## src/rtl/decode.sv

```systemverilog
// RV32I decode stage: combinational field decode feeding one ID/EX output register,
// with a two-state FSM that inserts two bubbles on a load-use hazard.
module decode (
  input  logic        clk,
  input  logic        rst,
  input  logic [31:0] instr_i,
  input  logic        instr_valid_i,
  input  logic [31:0] pc_i,
  input  logic        stall_i,
  input  logic        flush_i,
  output logic        stall_o,
  output logic        valid_o,
  output logic [31:0] pc_o,
  output logic [4:0]  rs1_o,
  output logic [4:0]  rs2_o,
  output logic [4:0]  rd_o,
  output logic [31:0] imm_o,
  output logic [3:0]  alu_op_o,
  output logic        reg_we_o,
  output logic        mem_re_o,
  output logic        mem_we_o,
  output logic        branch_o,
  output logic        jump_o,
  output logic        illegal_o
);

  typedef enum logic {RUN, LU_WAIT} state_t;

  typedef struct packed {
    logic        valid;
    logic [31:0] pc;
    logic [4:0]  rs1;
    logic [4:0]  rs2;
    logic [4:0]  rd;
    logic [31:0] imm;
    logic [3:0]  alu_op;
    logic        reg_we;
    logic        mem_re;
    logic        mem_we;
    logic        branch;
    logic        jump;
    logic        illegal;
  } bundle_t;

  localparam logic [6:0] OP_LUI    = 7'b0110111;
  localparam logic [6:0] OP_AUIPC  = 7'b0010111;
  localparam logic [6:0] OP_JAL    = 7'b1101111;
  localparam logic [6:0] OP_JALR   = 7'b1100111;
  localparam logic [6:0] OP_BRANCH = 7'b1100011;
  localparam logic [6:0] OP_LOAD   = 7'b0000011;
  localparam logic [6:0] OP_STORE  = 7'b0100011;
  localparam logic [6:0] OP_IMM    = 7'b0010011;
  localparam logic [6:0] OP_OP     = 7'b0110011;
  localparam logic [6:0] OP_FENCE  = 7'b0001111;

  state_t  state_q, state_d;
  bundle_t out_q, out_d;
  bundle_t dec;
  logic    writes, use_rs1, use_rs2, hazard;

  logic [6:0]  opcode;
  logic [2:0]  funct3;
  logic [4:0]  rd_f, rs1_f, rs2_f;
  logic [31:0] imm_i, imm_s, imm_b, imm_u, imm_j;

  assign opcode = instr_i[6:0];
  assign funct3 = instr_i[14:12];
  assign rd_f   = instr_i[11:7];
  assign rs1_f  = instr_i[19:15];
  assign rs2_f  = instr_i[24:20];

  assign imm_i = {{20{instr_i[31]}}, instr_i[31:20]};
  assign imm_s = {{20{instr_i[31]}}, instr_i[31:25], instr_i[11:7]};
  assign imm_b = {{19{instr_i[31]}}, instr_i[31], instr_i[7], instr_i[30:25], instr_i[11:8], 1'b0};
  assign imm_u = {instr_i[31:12], 12'b0};
  assign imm_j = {{11{instr_i[31]}}, instr_i[31], instr_i[19:12], instr_i[20], instr_i[30:21], 1'b0};

  // NOTE: every always_comb output gets a default first so no path can infer a latch.
  always_comb begin
    dec       = '0;
    dec.valid = instr_valid_i;
    dec.pc    = pc_i;
    writes    = 1'b0;
    use_rs1   = 1'b0;
    use_rs2   = 1'b0;
    unique case (opcode)
      OP_LUI, OP_AUIPC: begin writes = 1'b1; dec.imm = imm_u; end
      OP_JAL:    begin writes = 1'b1; dec.jump = 1'b1; dec.imm = imm_j; end
      OP_JALR:   begin writes = 1'b1; dec.jump = 1'b1; use_rs1 = 1'b1; dec.imm = imm_i; end
      OP_BRANCH: begin dec.branch = 1'b1; use_rs1 = 1'b1; use_rs2 = 1'b1; dec.imm = imm_b; end
      OP_LOAD:   begin writes = 1'b1; dec.mem_re = 1'b1; use_rs1 = 1'b1; dec.imm = imm_i; end
      OP_STORE:  begin dec.mem_we = 1'b1; use_rs1 = 1'b1; use_rs2 = 1'b1; dec.imm = imm_s; end
      OP_IMM: begin
        writes     = 1'b1;
        use_rs1    = 1'b1;
        dec.imm    = imm_i;
        // Only the shift-right pair distinguishes SRLI/SRAI through instr[30].
        dec.alu_op = {(funct3 == 3'b101) & instr_i[30], funct3};
      end
      OP_OP: begin
        writes     = 1'b1;
        use_rs1    = 1'b1;
        use_rs2    = 1'b1;
        dec.alu_op = {instr_i[30], funct3};
      end
      OP_FENCE: ;
      default:  dec.illegal = 1'b1;
    endcase
    dec.reg_we = writes && (rd_f != 5'd0);
    dec.rd     = dec.reg_we ? rd_f  : 5'd0;
    dec.rs1    = use_rs1    ? rs1_f : 5'd0;
    dec.rs2    = use_rs2    ? rs2_f : 5'd0;
  end

  // Unused source fields are already zeroed, so a zero index never matches.
  assign hazard = instr_valid_i && out_q.valid && out_q.mem_re &&
                  (((dec.rs1 != 5'd0) && (dec.rs1 == out_q.rd)) ||
                   ((dec.rs2 != 5'd0) && (dec.rs2 == out_q.rd)));

  always_comb begin
    state_d = state_q;
    out_d   = out_q;
    stall_o = 1'b0;
    if (flush_i) begin
      out_d   = '0;
      state_d = RUN;
    end else if (stall_i) begin
      stall_o = 1'b1;
    end else begin
      unique case (state_q)
        RUN: begin
          if (hazard) begin
            out_d   = '0;
            stall_o = 1'b1;
            state_d = LU_WAIT;
          end else begin
            out_d = instr_valid_i ? dec : '0;
          end
        end
        LU_WAIT: begin
          out_d   = '0;
          stall_o = 1'b1;
          state_d = RUN;
        end
        default: state_d = RUN;
      endcase
    end
    if (rst) stall_o = 1'b0;
  end

  // NOTE: sequential state uses non-blocking assignments so all registers update together.
  always_ff @(posedge clk) begin
    if (rst) begin
      state_q <= RUN;
      out_q   <= '0;
    end else begin
      state_q <= state_d;
      out_q   <= out_d;
    end
  end

  assign valid_o   = out_q.valid;
  assign pc_o      = out_q.pc;
  assign rs1_o     = out_q.rs1;
  assign rs2_o     = out_q.rs2;
  assign rd_o      = out_q.rd;
  assign imm_o     = out_q.imm;
  assign alu_op_o  = out_q.alu_op;
  assign reg_we_o  = out_q.reg_we;
  assign mem_re_o  = out_q.mem_re;
  assign mem_we_o  = out_q.mem_we;
  assign branch_o  = out_q.branch;
  assign jump_o    = out_q.jump;
  assign illegal_o = out_q.illegal;

endmodule

```

## config.mk

```make
export PLATFORM = sky130hd
export DESIGN_NAME = decode
export DESIGN_NICKNAME = d
export VERILOG_FILES = /design/src/rtl/decode.sv
export SDC_FILE = /design/constraint.sdc
export NUM_CORES = 1
export LEC_CHECK = 0
export ABC_AREA = 1
export BUFFER_PORTS_ARGS = -buffer_cell sky130_fd_sc_hd__buf_2
export CORE_MARGIN = 4
export CORE_UTILIZATION = 40
export DETAILED_ROUTE_END_ITERATION = 10
export PLACE_DENSITY = 0.78
export SLEW_MARGIN = 20
export SYNTH_ARGS = -nofsm -noshare
export SYNTH_HDL_FRONTEND = slang
export SYNTH_SLANG_ARGS = --single-unit
```

## constraint.sdc

```tcl
create_clock -name clk -period 2 [get_ports clk]
set_input_delay 0 -clock clk [delete_from_list [all_inputs] [get_ports clk]]
set_output_delay 0 -clock clk [all_outputs]
set_load 0.02 [all_outputs]
```

==> impl_metrics.env <==
export IMPL_vias=4979
export IMPL_p_sw_share_pct=23.42
export IMPL_num_rows=37
export IMPL_portBuffers=159
export IMPL_power_frac_clock_pct=42.3
export IMPL_critical_path_top_delay_family="simple AND/OR/NAND/NOR gates"
export IMPL_power_mw=3.948
export IMPL_coreArea_mm2=0.01042
export IMPL_grt_pass1_vias=4460
export IMPL_dieArea_mm2=0.01254
export IMPL_fin_crit_ns=1.936
export IMPL_clk_path_buf_depth=2
export IMPL_multi_input_area_mm2=0.002072
export IMPL_path_class="flop to primary output"
export IMPL_synth_ff_type="dfxtp_1"
export IMPL_critPathSlowestCell="dfxtp_2"
export IMPL_syn_to_final_growth_pct=36.76
export IMPL_cts_buffers=9
export IMPL_clkSinkCount=91
export IMPL_endpoint_kind="primary output"
export IMPL_startpoint_type="flop"
export IMPL_status="finished, final reports clean"
export IMPL_grt_usage_pct=22.36
export IMPL_synth_area_leaders="dfxtp_1 42%, nand4_1 13%, nand2_1 11%, a21oi_1 11%, inv_1 4.2%"
export IMPL_gr_total_overflow=0
export IMPL_n_antenna_cell=0
export IMPL_synth_top_cell_area_share_pct=42.11
export IMPL_start_util_pct=41.54
export IMPL_finalCritPeriodShare_pct=96.79
export IMPL_worstSkewPairLatency_ns=0.35
export IMPL_yosysSeqAreaShare_pct=42.11
export IMPL_yosysMostFrequentCell="nand2_1"
export IMPL_combPwrFrac_pct=11.2
export IMPL_post_place_ws_ns=0.06712
export IMPL_leakagePower_nw=2.618
export IMPL_finalSetupTns_ns=0
export IMPL_chipWidth_um=112
export IMPL_clock_fmax_mhz=516.6
export IMPL_crit_arrival_ns=1.94
export IMPL_yosysTopAreaCell="dfxtp_1"
export IMPL_fin_ws_ns=0.06410
export IMPL_min_path_type="input pin to flop"
export IMPL_holdWs_ns=0.02490
export IMPL_synth_nets=668
export IMPL_internal_power_mw=3.023
export IMPL_crit_buf_inv=3
export IMPL_routed_wl_mm=15.10
export IMPL_synth_distinct_cells=30
export IMPL_relSlewSlack_pct=39.71
export IMPL_ys_seq_elements=91
export IMPL_seq_area_mm2=0.001828
export IMPL_drv_cap=0
export IMPL_crit_path_max_incr_delay_ns=0.37
export IMPL_yosysWarnings=0
export IMPL_synthArstFlopShare_pct=0
export IMPL_setup_violations_final=0
export IMPL_num_fill_cells=1018
export IMPL_die_y_um=112
export IMPL_drive_above_1_share_pct=27.38
export IMPL_netlist_area_mm2=0.004327
export IMPL_top_level_ports=160
export IMPL_p_per_area_mw_per_mm2=667.2
export IMPL_avgSynthCellArea_um2=7.223
export IMPL_antenna_found_initial=0
export IMPL_hpwl_mm=9.485
export IMPL_drc=0
export IMPL_peakVddDrop_v=0.0003592
export IMPL_cp_max_fo=26
export IMPL_clk_pin_slew_ns=0.09
export IMPL_pwr_share_seq_pct=46.5
export IMPL_htree_levels=3
export IMPL_ctsRootBufferMaster="clkbuf_8"
export IMPL_cts_tree="done"
export IMPL_tightest_slew_ns=0.8949
export IMPL_fin_skew_ns=0.01246
export IMPL_synthCells=599
export IMPL_drv_slew=0
export IMPL_hold_violations=0
export IMPL_crit_chain="inv_1 -> nand3_1 -> nand2_1 -> nor2_1 -> nand3_2 -> nand2_4 -> nand2_8 -> buf_16 -> a21oi_1 -> buf_4"
export IMPL_grt_pass1_wl_mm=23.23
export IMPL_p_switching_mw=0.9244
export IMPL_via_per_inst=5.447
export IMPL_dr_pass1_iters=5
export IMPL_instances_no_fill=914
export IMPL_drt_initial_drc_count=471
export IMPL_grt_max_degree=92
export IMPL_gp_congestion=0.9300
export IMPL_synth_edf_count=0
export IMPL_num_nets_final=842
export IMPL_placed_cells_incl_taps=858
export IMPL_ant_nets=0
export IMPL_wire_per_inst_um=16.53
export IMPL_required_ns=2.00
export IMPL_synthTopCellsByCount="132 x nand2_1, 94 x a21oi_1, 91 x dfxtp_1, 91 x nand4_1, 48 x inv_1"
==> worst register-to-register path, stage by stage (launching register included) <==
cell and delay, ns:
dfxtp_2 0.37, inv_1 0.08, nand3_1 0.12, nand2_1 0.07, nor2_1 0.15, nand3_2 0.12
nand2_4 0.11, nand2_8 0.08, buf_12 0.19, nand4_1 0.12, a21oi_1 0.07
==> layer usage <==
layer / wire, um / up-vias / GRT usage (%)
met4: 345 / 0 / 6.971
li1: - / 2409 / -
met2: 7080 / 244 / 35.97
met3: 1260 / 27 / 4.457
met5: 0 / - / 0
met1: 6417 / 2299 / 30.29
==> area by class of cell <==
type	count	area share [%]
clock buffers	12	2.622
flip-flops and latches	91	30.89
clock inverters	4	2.030
repair buffers	213	23.39
well taps	136	2.876
multi-input cells	408	35.02
inverters	50	3.172
==> logic make-up (layout without fill, tap and decap cells) <==
family | Yosys count | after routing | synth area share, %
buf+inv | 101 | 279 | 10.50
xor+xnor | 4 | 4 | 0.8096
compound gates | 122 | 122 | 14.95
flops | 91 | 91 | 42.11
simple gates | 281 | 282 | 31.64
==> placed cells by master (no fill, tap or decap), types with 2 or more instances in the layout <==
| cell type | synthesis | final |
|---|---|---|
| clkbuf_8 | 0 | 11 |
| nand4_1 | 91 | 91 |
| nand2_1 | 132 | 132 |
| nor2_2 | 2 | 2 |
| nor3_1 | 4 | 4 |
| o21ai_0 | 15 | 15 |
| o21ai_2 | 2 | 2 |
| nand2_4 | 1 | 2 |
| buf_2 | 0 | 158 |
| dlygate4sd3_1 | 0 | 37 |
| buf_12 | 0 | 4 |
| a21oi_1 | 94 | 94 |
| buf_4 | 0 | 12 |
| nor2_1 | 23 | 22 |
| o211ai_1 | 5 | 5 |
| xor2_1 | 4 | 4 |
| dfxtp_2 | 0 | 5 |
| nand3_1 | 19 | 19 |
| bufinv_16 | 0 | 4 |
| inv_1 | 48 | 48 |
| nor2_4 | 1 | 2 |
| nand2_2 | 4 | 4 |
| inv_2 | 2 | 2 |
| dfxtp_1 | 91 | 86 |
==> per-stage QoR <==
step / area, um2 / util [%]
floorplan: 4327 / -
CTS: 5857 / 56.23
finish: 5917 / 56.80
detailed placement: 5211 / 50.03
global placement: 5211 / 50.03
global route: 5917 / 56.80
==> what timing repair did <==
item,CTS,global route
setup endpoints to repair,0,1
buffers inserted,0,1
gates resized for setup,0,8
hold buffers,37,0
endpoints found under the hold margin,37,0
==> registers in the layout (all words and copies together), names as in the netlist <==
name	count
jump_o	1
pc_o	32
reg_we_o	1
state_q	1
imm_o	32
mem_re_o	1
valid_o	1
alu_op_o	4
illegal_o	1
rs1_o	5
mem_we_o	1
branch_o	1
rd_o	5
rs2_o	5
==> final timing paths <==
kind | startpoint | to | slack (ns) | cells after the start
setup / recovery | rd_o[3]$_SDFFE_PP0N_ | stall_o | 0.06 | 10
hold / removal | instr_i[26] | imm_o[6]$_SDFFE_PP0N_ | 0.02 | 5
setup reg to reg | rd_o[3]$_SDFFE_PP0N_ | pc_o[2]$_SDFFE_PP0N_ | 0.37 | 10
hold reg to reg | imm_o[28]$_SDFFE_PP0N_ | imm_o[28]$_SDFFE_PP0N_ | 0.46 | 2
==> power groups by stage <==
stage / Combinational, mW / Sequential [mW] / Clock (mW)
5_1_grt: 0.477 / 1.84 / 1.78
2_1_floorplan: 0.185 / 1.90 / 0
3_3_place_gp: 0.368 / 1.88 / 0
6_report: 0.442 / 1.83 / 1.67
3_5_place_dp: 0.370 / 1.88 / 0
4_1_cts: 0.427 / 1.83 / 1.69
(Power assumes the default switching activity.)
